==> src/rtl/rv32i_pkg.sv <==
// rtl/rv32i_pkg.sv - shared decode/execute types: ALU op, control bundle, NOP bundle
package rv32i_pkg;

    localparam int DPW_DEFAULT = 32;

    typedef enum logic [3:0] {
        ALU_ADD  = 4'd0,
        ALU_SUB  = 4'd1,
        ALU_AND  = 4'd2,
        ALU_OR   = 4'd3,
        ALU_XOR  = 4'd4,
        ALU_SLT  = 4'd5,
        ALU_SLTU = 4'd6,
        ALU_SLL  = 4'd7,
        ALU_SRL  = 4'd8,
        ALU_SRA  = 4'd9
    } alu_op_t;

    typedef struct packed {
        logic    regwrite;
        logic    load;
        logic    memwrite;
        logic    branch;
        logic    alusrc;
        logic    use_rs1;
        logic    use_rs2;
        alu_op_t alu_ctrl;
    } ctrl_t;

    // Bubble / flushed slot: no side effects, ALU op fixed to ADD.
    localparam ctrl_t CTRL_NOP = '{
        regwrite: 1'b0,
        load:     1'b0,
        memwrite: 1'b0,
        branch:   1'b0,
        alusrc:   1'b0,
        use_rs1:  1'b0,
        use_rs2:  1'b0,
        alu_ctrl: ALU_ADD
    };

endpackage

==> src/rtl/rf_bypass.sv <==
// rtl/rf_bypass.sv - NREG x DPW register file, x0 hardwired, optional write-through
//
// Ports:
//   clk, rst             clock, synchronous active-high reset (clears every entry)
//   we_i/waddr_i/wdata_i write port, committed at posedge
//   raddr_a_i/rdata_a_o  combinational read port A
//   raddr_b_i/rdata_b_o  combinational read port B
module rf_bypass #(
    parameter int  DPW    = 32,
    parameter int  NREG   = 32,
    parameter int  BYPASS = 1,
    localparam int AW     = $clog2(NREG)
) (
    input  logic           clk,
    input  logic           rst,
    input  logic           we_i,
    input  logic [AW-1:0]  waddr_i,
    input  logic [DPW-1:0] wdata_i,
    input  logic [AW-1:0]  raddr_a_i,
    input  logic [AW-1:0]  raddr_b_i,
    output logic [DPW-1:0] rdata_a_o,
    output logic [DPW-1:0] rdata_b_o
);

    logic [DPW-1:0] regs_q [NREG];

    always_ff @(posedge clk) begin
        if (rst) begin
            for (int i = 0; i < NREG; i++) begin
                regs_q[i] <= '0;
            end
        end else if (we_i && (waddr_i != '0)) begin
            regs_q[waddr_i] <= wdata_i;
        end
    end

    // A nonzero read address equal to the write address implies the write
    // targets a real register, so no separate x0 test on the write side.
    always_comb begin
        rdata_a_o = '0;
        if (raddr_a_i != '0) begin
            if ((BYPASS != 0) && we_i && (raddr_a_i == waddr_i)) begin
                rdata_a_o = wdata_i;
            end else begin
                rdata_a_o = regs_q[raddr_a_i];
            end
        end
    end

    always_comb begin
        rdata_b_o = '0;
        if (raddr_b_i != '0) begin
            if ((BYPASS != 0) && we_i && (raddr_b_i == waddr_i)) begin
                rdata_b_o = wdata_i;
            end else begin
                rdata_b_o = regs_q[raddr_b_i];
            end
        end
    end

endmodule

==> src/rtl/decode_execute_pipe.sv <==
// rtl/decode_execute_pipe.sv - ID/EX stage: register file, pipeline register, load-use stall, flush
//
// Ports:
//   clk, rst                 clock, synchronous active-high reset
//   flush_i                  squash the execute slot and drop the decode instruction
//   d_valid_i/d_ready_o      decode-side handshake
//   d_pc_i .. d_imm_i        decode instruction fields
//   wb_we_i/wb_addr_i/wb_data_i  writeback port into the register file
//   e_valid_o/e_ready_i      execute-side handshake
//   e_pc_o .. e_rd2_o        registered instruction fields and operands
//   hazard_o                 a load-use bubble is being inserted this cycle
module decode_execute_pipe
    import rv32i_pkg::*;
#(
    parameter int  DPW       = DPW_DEFAULT,
    parameter int  NREG      = 32,
    parameter int  RF_BYPASS = 1,
    localparam int AW        = $clog2(NREG)
) (
    input  logic           clk,
    input  logic           rst,
    input  logic           flush_i,
    input  logic           d_valid_i,
    output logic           d_ready_o,
    input  logic [DPW-1:0] d_pc_i,
    input  logic [AW-1:0]  d_rs1_i,
    input  logic [AW-1:0]  d_rs2_i,
    input  logic [AW-1:0]  d_rd_i,
    input  ctrl_t          d_ctrl_i,
    input  logic [DPW-1:0] d_imm_i,
    input  logic           wb_we_i,
    input  logic [AW-1:0]  wb_addr_i,
    input  logic [DPW-1:0] wb_data_i,
    output logic           e_valid_o,
    input  logic           e_ready_i,
    output logic [DPW-1:0] e_pc_o,
    output logic [AW-1:0]  e_rs1_o,
    output logic [AW-1:0]  e_rs2_o,
    output logic [AW-1:0]  e_rd_o,
    output ctrl_t          e_ctrl_o,
    output logic [DPW-1:0] e_imm_o,
    output logic [DPW-1:0] e_srca_o,
    output logic [DPW-1:0] e_rd2_o,
    output logic           hazard_o
);

    logic [DPW-1:0] rf_a;
    logic [DPW-1:0] rf_b;

    rf_bypass #(
        .DPW    (DPW),
        .NREG   (NREG),
        .BYPASS (RF_BYPASS)
    ) u_rf (
        .clk       (clk),
        .rst       (rst),
        .we_i      (wb_we_i),
        .waddr_i   (wb_addr_i),
        .wdata_i   (wb_data_i),
        .raddr_a_i (d_rs1_i),
        .raddr_b_i (d_rs2_i),
        .rdata_a_o (rf_a),
        .rdata_b_o (rf_b)
    );

    logic           valid_q, valid_d;
    logic [DPW-1:0] pc_q,    pc_d;
    logic [AW-1:0]  rs1_q,   rs1_d;
    logic [AW-1:0]  rs2_q,   rs2_d;
    logic [AW-1:0]  rd_q,    rd_d;
    ctrl_t          ctrl_q,  ctrl_d;
    logic [DPW-1:0] imm_q,   imm_d;
    logic [DPW-1:0] srca_q,  srca_d;
    logic [DPW-1:0] rd2_q,   rd2_d;

    logic adv;
    logic haz;
    logic wb_live;

    assign adv     = ~valid_q | e_ready_i;
    assign wb_live = wb_we_i & (wb_addr_i != '0);

    // Only a load sitting in execute can stall: its data is not available
    // for forwarding until after the memory stage.
    assign haz = d_valid_i & valid_q & ctrl_q.load & (rd_q != '0) &
                 ((d_ctrl_i.use_rs1 & (d_rs1_i == rd_q)) |
                  (d_ctrl_i.use_rs2 & (d_rs2_i == rd_q)));

    // Flush overrides the stall so the redirected fetch stream never waits.
    assign d_ready_o = ~rst & (flush_i | (adv & ~haz));
    assign hazard_o  = ~rst & ~flush_i & adv & haz;

    always_comb begin
        valid_d = valid_q;
        pc_d    = pc_q;
        rs1_d   = rs1_q;
        rs2_d   = rs2_q;
        rd_d    = rd_q;
        ctrl_d  = ctrl_q;
        imm_d   = imm_q;
        srca_d  = srca_q;
        rd2_d   = rd2_q;
        if (flush_i || (adv && haz)) begin
            // Flushed slot and load-use bubble are both an empty NOP slot.
            valid_d = 1'b0;
            pc_d    = '0;
            rs1_d   = '0;
            rs2_d   = '0;
            rd_d    = '0;
            ctrl_d  = CTRL_NOP;
            imm_d   = '0;
            srca_d  = '0;
            rd2_d   = '0;
        end else if (adv) begin
            valid_d = d_valid_i;
            pc_d    = d_pc_i;
            rs1_d   = d_rs1_i;
            rs2_d   = d_rs2_i;
            rd_d    = d_rd_i;
            ctrl_d  = d_valid_i ? d_ctrl_i : CTRL_NOP;
            imm_d   = d_imm_i;
            srca_d  = rf_a;
            rd2_d   = rf_b;
        end else begin
            // Held instruction: pick up writebacks landing on its sources so
            // the operands are current when execute finally consumes it.
            if (wb_live && (wb_addr_i == rs1_q)) begin
                srca_d = wb_data_i;
            end
            if (wb_live && (wb_addr_i == rs2_q)) begin
                rd2_d = wb_data_i;
            end
        end
    end

    always_ff @(posedge clk) begin
        if (rst) begin
            valid_q <= 1'b0;
            pc_q    <= '0;
            rs1_q   <= '0;
            rs2_q   <= '0;
            rd_q    <= '0;
            ctrl_q  <= CTRL_NOP;
            imm_q   <= '0;
            srca_q  <= '0;
            rd2_q   <= '0;
        end else begin
            valid_q <= valid_d;
            pc_q    <= pc_d;
            rs1_q   <= rs1_d;
            rs2_q   <= rs2_d;
            rd_q    <= rd_d;
            ctrl_q  <= ctrl_d;
            imm_q   <= imm_d;
            srca_q  <= srca_d;
            rd2_q   <= rd2_d;
        end
    end

    assign e_valid_o = valid_q;
    assign e_pc_o    = pc_q;
    assign e_rs1_o   = rs1_q;
    assign e_rs2_o   = rs2_q;
    assign e_rd_o    = rd_q;
    assign e_ctrl_o  = ctrl_q;
    assign e_imm_o   = imm_q;
    assign e_srca_o  = srca_q;
    assign e_rd2_o   = rd2_q;

endmodule

==> config.mk <==
export PLATFORM = sky130hd
export DESIGN_NAME = decode_execute_pipe
export DESIGN_NICKNAME = d
export VERILOG_FILES = /design/src/rtl/rv32i_pkg.sv /design/src/rtl/rf_bypass.sv /design/src/rtl/decode_execute_pipe.sv
export SDC_FILE = /design/constraint.sdc
export NUM_CORES = 2
export LEC_CHECK = 0
export BUFFER_PORTS_ARGS = -buffer_cell sky130_fd_sc_hd__buf_2
export CAP_MARGIN = 20
export CELL_PAD_IN_SITES_DETAIL_PLACEMENT = 0
export CELL_PAD_IN_SITES_GLOBAL_PLACEMENT = 1
export CORE_ASPECT_RATIO = 0.9
export CORE_MARGIN = 2
export CORE_UTILIZATION = 30
export DETAILED_ROUTE_END_ITERATION = 7
export PLACE_DENSITY_LB_ADDON = 0.3
export REMOVE_ABC_BUFFERS = 1
export SKIP_CTS_REPAIR_TIMING = 1
export SLEW_MARGIN = 5
export SYNTH_ARGS = -nofsm -noshare
export SYNTH_HDL_FRONTEND = slang
export SYNTH_SLANG_ARGS = --single-unit
==> constraint.sdc <==
create_clock -name clk -period 4.7 [get_ports clk]
set_input_delay 0.94 -clock clk [delete_from_list [all_inputs] [get_ports clk]]
set_output_delay 0.94 -clock clk [all_outputs]
set_load 0.05 [all_outputs]
======== Word-level counts from Yosys, hierarchy flattened ========
Memory sizes are Yosys's and may differ from the RTL's.
Cells that the tools add are included.
word-level totals
  memories kept ........................... 1
  bits in writable memories ............... 1024
  input port bits ......................... 133
  logic and storage cells ................. 74
  register bits ........................... 155
  output and inout port bits .............. 157
memory list
  memory       depth  width  rd ports  clocked after Yosys merged registers in  wr ports  line             text
  u_rf.regs_q  32     32     2         0                                        32        rf_bypass.sv:25  logic [DPW-1:0] regs_q [NREG];
operators by class
  equal/unequal tests ..................... 6
  bitwise gates (word level) .............. 19
  reductions and logical operators ........ 15
  muxes and demuxes ....................... 17
operator list
  kind                 number
  two-way mux 32 bit   9
  OR reduction 32 bit  1
  == test 5 bit        6
  nonzero test 5 bit   4
  bitwise AND 1 bit    12
  two-way mux 11 bit   1
  logical AND 1 bit    6
  two-way mux 1 bit    6
  two-way mux 5 bit    1
  inverter 1 bit       4
  nonzero test 2 bit   2
  OR 1 bit             3
  OR reduction 2 bit   1
  logical OR 1 bit     1

======== Logic depth before layout (Yosys ltp) ========
  depth after elaboration ................. 8
  mapped depth ............................ 11
  depth with buffers taken out ............ 6

======== Hierarchy ========
Synthesis repeated with hierarchy kept, for this count alone.
second synthesis, totals
  cells, all modules ...................... 4498
  area, all modules ....................... 61263.8 sq um
by module, submodules not included
  module               seq. area each (sq um)  instances  area an instance (sq um)  cells an instance
  rf_bypass            30749.5                 1          54722.5                   3740
  decode_execute_pipe  3103.0                  1          6541.3                    758

======== Worst setup path before layout ========
Ideal clock, no wire load.
  path type ............................... input to output
  from .................................... input port d_rs2_i[4]
  to ...................................... output port hazard_o
  path buffers ............................ 1
  path slack .............................. 1.064 ns
  data required time ...................... 3.760 ns
  stages .................................. 6
  arrival time ............................ 2.696 ns
  cells stage by stage .................... buf_2 xnor2_1 nand4_1 o22ai_1 nand3_1 nor3_1
on the way
  longest elaborated chain between the ends .. 5
RTL lines
  item               line                       text
  from (decl)        decode_execute_pipe.sv:27  input logic [AW-1:0] d_rs2_i,
  == test 5 bit      decode_execute_pipe.sv:87  (d_ctrl_i.use_rs2 & (d_rs2_i == rd_q)));
  bitwise AND 1 bit  decode_execute_pipe.sv:87
  OR 1 bit           decode_execute_pipe.sv:86  ((d_ctrl_i.use_rs1 & (d_rs1_i == rd_q)) |
  bitwise AND 1 bit  decode_execute_pipe.sv:85  assign haz = d_valid_i & valid_q & ctrl_q.load & (rd_q != '0) &
  bitwise AND 1 bit  decode_execute_pipe.sv:91  assign hazard_o = ~rst & ~flush_i & adv & haz;
  to (decl)          decode_execute_pipe.sv:44  output logic hazard_o
Every way passes these cells.

======== Final worst setup path ========
  from .................................... input port d_rs1_i[4]
  to ...................................... output port hazard_o
on the way
  longest elaborated chain between the ends .. 5
RTL lines
  item               line                       text
  from (decl)        decode_execute_pipe.sv:26  input logic [AW-1:0] d_rs1_i,
  == test 5 bit      decode_execute_pipe.sv:86
  bitwise AND 1 bit  decode_execute_pipe.sv:86
  OR 1 bit           decode_execute_pipe.sv:86
  bitwise AND 1 bit  decode_execute_pipe.sv:85
  bitwise AND 1 bit  decode_execute_pipe.sv:91
Every way passes these cells.

==> key figures <==
Run status
  – Outcome: finished clean

Worst setup path
  – CP cell instances: buf_6, xnor2_1, nand4_1, o22ai_1, nand3_1, nor3_1, buf_2
  – Slowest CP cell: buf_6
  – Crit start category: input pin
  – Crit path kind: in -> out
  – Reg2reg start: e_valid_o
  – Data required, critical path: 3.76 ns
  – Worst Path Max Fanout: 57
  – Crit-path max cell delay: 0.56 ns
  – CP Launch Point: d_rs1_i[4]
  – R2R depth: 6
  – Worst path arrival time: 2.73 ns
  – Crit path capture type: output port

Power and ir drop
  – Design Power: 26400 µW
  – Pwr dens: 367 mW/mm²
  – Internal cell power: 19300 µW
  – Sequential Power Share: 46.5%
  – Switching share of power: 27.0%
  – Comb power frac: 13.3%
  – Clock share of power: 40.2%
  – Peak VDD IR: 0.415 mV
  – Net Sw Power: 7130 µW
  – Leak Pwr: 0.0258 µW

Synthesis
  – Avg Inst Size Synth: 13.0 µm²
  – Number of synthesized flops with an enable pin: 1024
  – Mapped Cells: 4839
  – Ys async rst share: 0%
  – Sequential share of the synthesized area: 54.0%
  – Flops & latches, synth: 1179
  – Yosys warnings: 0
  – Synth cell types: 53
  – Synth Flop Type: edfxtp_1
  – Syn Std Cell Area: 0.0627 mm²

Drt
  – Wirelength per Cell: 32.5 µm
  – Drt via density: 5.62
  – Number of DRC markers in iteration 0: 5209
  – Residual DRC: 0
  – DRT Wirelength: 255000 µm
  – Vias: 44100
  – Post-route ant nets: 0
  – Router iterations before antenna repair: 5

Finish
  – Share of layout cells above drive strength 1: 24.1%
  – Final cell utilization of the core: 34.6%
  – Post-route insts no fill: 7841
  – Most frequent cells in the layout: 1024 x edfxtp_1, 992 x and2_1, 320 x mux4_2
  – Area Growth Syn to Fin: 14.8%
  – Most common cell after layout, fill and taps aside: edfxtp_1
  – Nets: 5118

Clock network
  – Max H-tree Level: 4
  – Bufs on Longest Clock Path: 3
  – Clk Tree Root Cell: clkbuf_16
  – Clock Latency Late Sink: 0.80 ns
  – Clk pin slew, worst setup/hold paths: 0.06 ns
  – Num Clock Sinks: 1179
  – CTS tree: built
  – Num CTS Buffers: 140

Placement
  – Gp weighted congestion: 0.842
  – Placement Setup Slack: 1.07 ns
  – HPWL Detailed: 155000 µm
  – Placed insts: 7580
  – I/O Buffers: 289

Global routing
  – GRT Overall Usage: 23.4%
  – Largest net degree at the start of global routing: 91
  – Antenna violations before repair: 22
  – First-pass GRT wire length: 350000 µm
  – Vias in the first global route: 43100
  – Grt total ovfl: 0

Worst hold path
  – Worst min-delay path class: in -> reg
  – Hold Path Depth: 3
  – Worst hold start: d_pc_i[8]

Die
  – Row Count: 159
  – Die X: 486 µm
  – I/O pin cnt: 290
  – Starting Density: 30.1%
  – Die area: 0.213 mm²
  – Die extent in y: 438 µm
  – Core ar.: 0.208 mm²

Timing
  – Fin Clk Skew: 0.0323 ns
  – Final period util: 78.1%
  – Achievable frequency: 0.273 GHz
  – Unrepaired setup endpoints after global routing: no
  – Final worst slack: 1.03 ns
  – Rel. slew slack: 23.8%
  – Final worst path period need: 3.67 ns
  – Final setup viols: 0
  – Max-slew violation count: 0
  – Final hold violations: 0
  – Hold slack: 0.387 ns
  – Worst Tran Pin Value: 1.14 ns

Run
  – Max_cap viols: 0
==> final timing paths <==
check,end,slack (ns)
worst min register to register,e_imm_o[16],0.45
worst min-delay path,e_pc_o[8],0.39
worst max register to register,e_rd2_o[3],1.93
worst max-delay path,hazard_o,1.03
==> metrics by stage <==
step | setup TNS, ns | instance area [µm²]
floorplan | -303.79 | 60400
global placement | 0 | 67600
detailed placement | 0 | 67600
CTS | 0 | 72000
global route | 0 | 72000
finish | 0 | 72000
==> power groups by stage <==
stage	Combinational [µW]	Sequential [µW]	Clock, µW
detailed placement	3480	12500	0
CTS	3490	12300	10800
global route	3660	12300	11200
finish	3510	12300	10600
floorplan	1580	12600	0
global placement	3470	12500	0
==> per-layer routing <==
layer,track usage [%],vias up,part of all wire [%]
met3,4.13,468,7.8
met1,31.0,22800,41
met5,0,-,0.0051
met2,38.2,2213,47
li1,-,18500,-
met4,8.93,2,3.9
==> flip-flops by register name (all words and copies together) (netlist names) <==
| signal | count |
|---|---|
| e_ctrl_o | 11 |
| e_imm_o | 32 |
| e_pc_o | 32 |
| e_rd2_o | 32 |
| e_rd_o | 5 |
| e_rs1_o | 5 |
| e_rs2_o | 5 |
| e_srca_o | 32 |
| e_valid_o | 1 |
| u_rf.regs_q | 1024 |
==> Yosys cell counts, types with 6 or more instances <==
master     number  area [µm²]
nand2_1       246         923
buf_2          87         435
edfxtp_1     1024       30700
mux4_2        320        7210
inv_1          67         251
clkbuf_1      329        1230
o211ai_1       62         465
a221oi_1       34         298
buf_6          24         270
xnor2_1        30         263
nor2b_1         6        37.5
o22ai_1        31         194
a21oi_1       222        1110
nand3_1        49         245
a2111oi_0      30         263
and4_1         30         263
a221o_1        97         971
o221ai_1       35         307
a2111oi_2      59         886
a22oi_1        62         465
and2_1        994        6220
nor2_1        104         390
mux2_2         96        1080
buf_1           8        30.0
dfxtp_1       155        3100
o21ai_0       189         946
buf_4          40         300
nand2b_1       35         219
or2_2          31         194
nand4_1         6        37.5
mux2i_1       290        2900
==> kinds of logic after synthesis <==
logic type / after synthesis / synth area share, %
simple gates: 1523 / 13.9
flops: 1179 / 54.0
compound gates: 836 / 9.66
mux: 706 / 17.8
buf+inv: 564 / 4.26
xor+xnor: 30 / 0.419
other cells: 1 / 0.00598
==> cell type report <==
| type | count | area [µm²] |
|---|---|---|
| clock inverters | 50 | 364 |
| repair buffers | 469 | 3440 |
| clock buffers | 200 | 4000 |
| inverters | 68 | 255 |
| multi-input cells | 3127 | 26700 |
| diodes | 11 | 27.5 |
| flip-flops and latches | 1179 | 33900 |
| well taps | 2737 | 3420 |
| fillers | 20200 | 136000 |
==> critical path: cells and delay by family <==
kind | cells | cell delay [ns]
compound gates | 1 | 0.23
xor+xnor | 1 | 0.20
buf+inv | 2 | 0.85
simple gates | 3 | 0.46
Note: power is estimated with default switching activity, not from simulation.
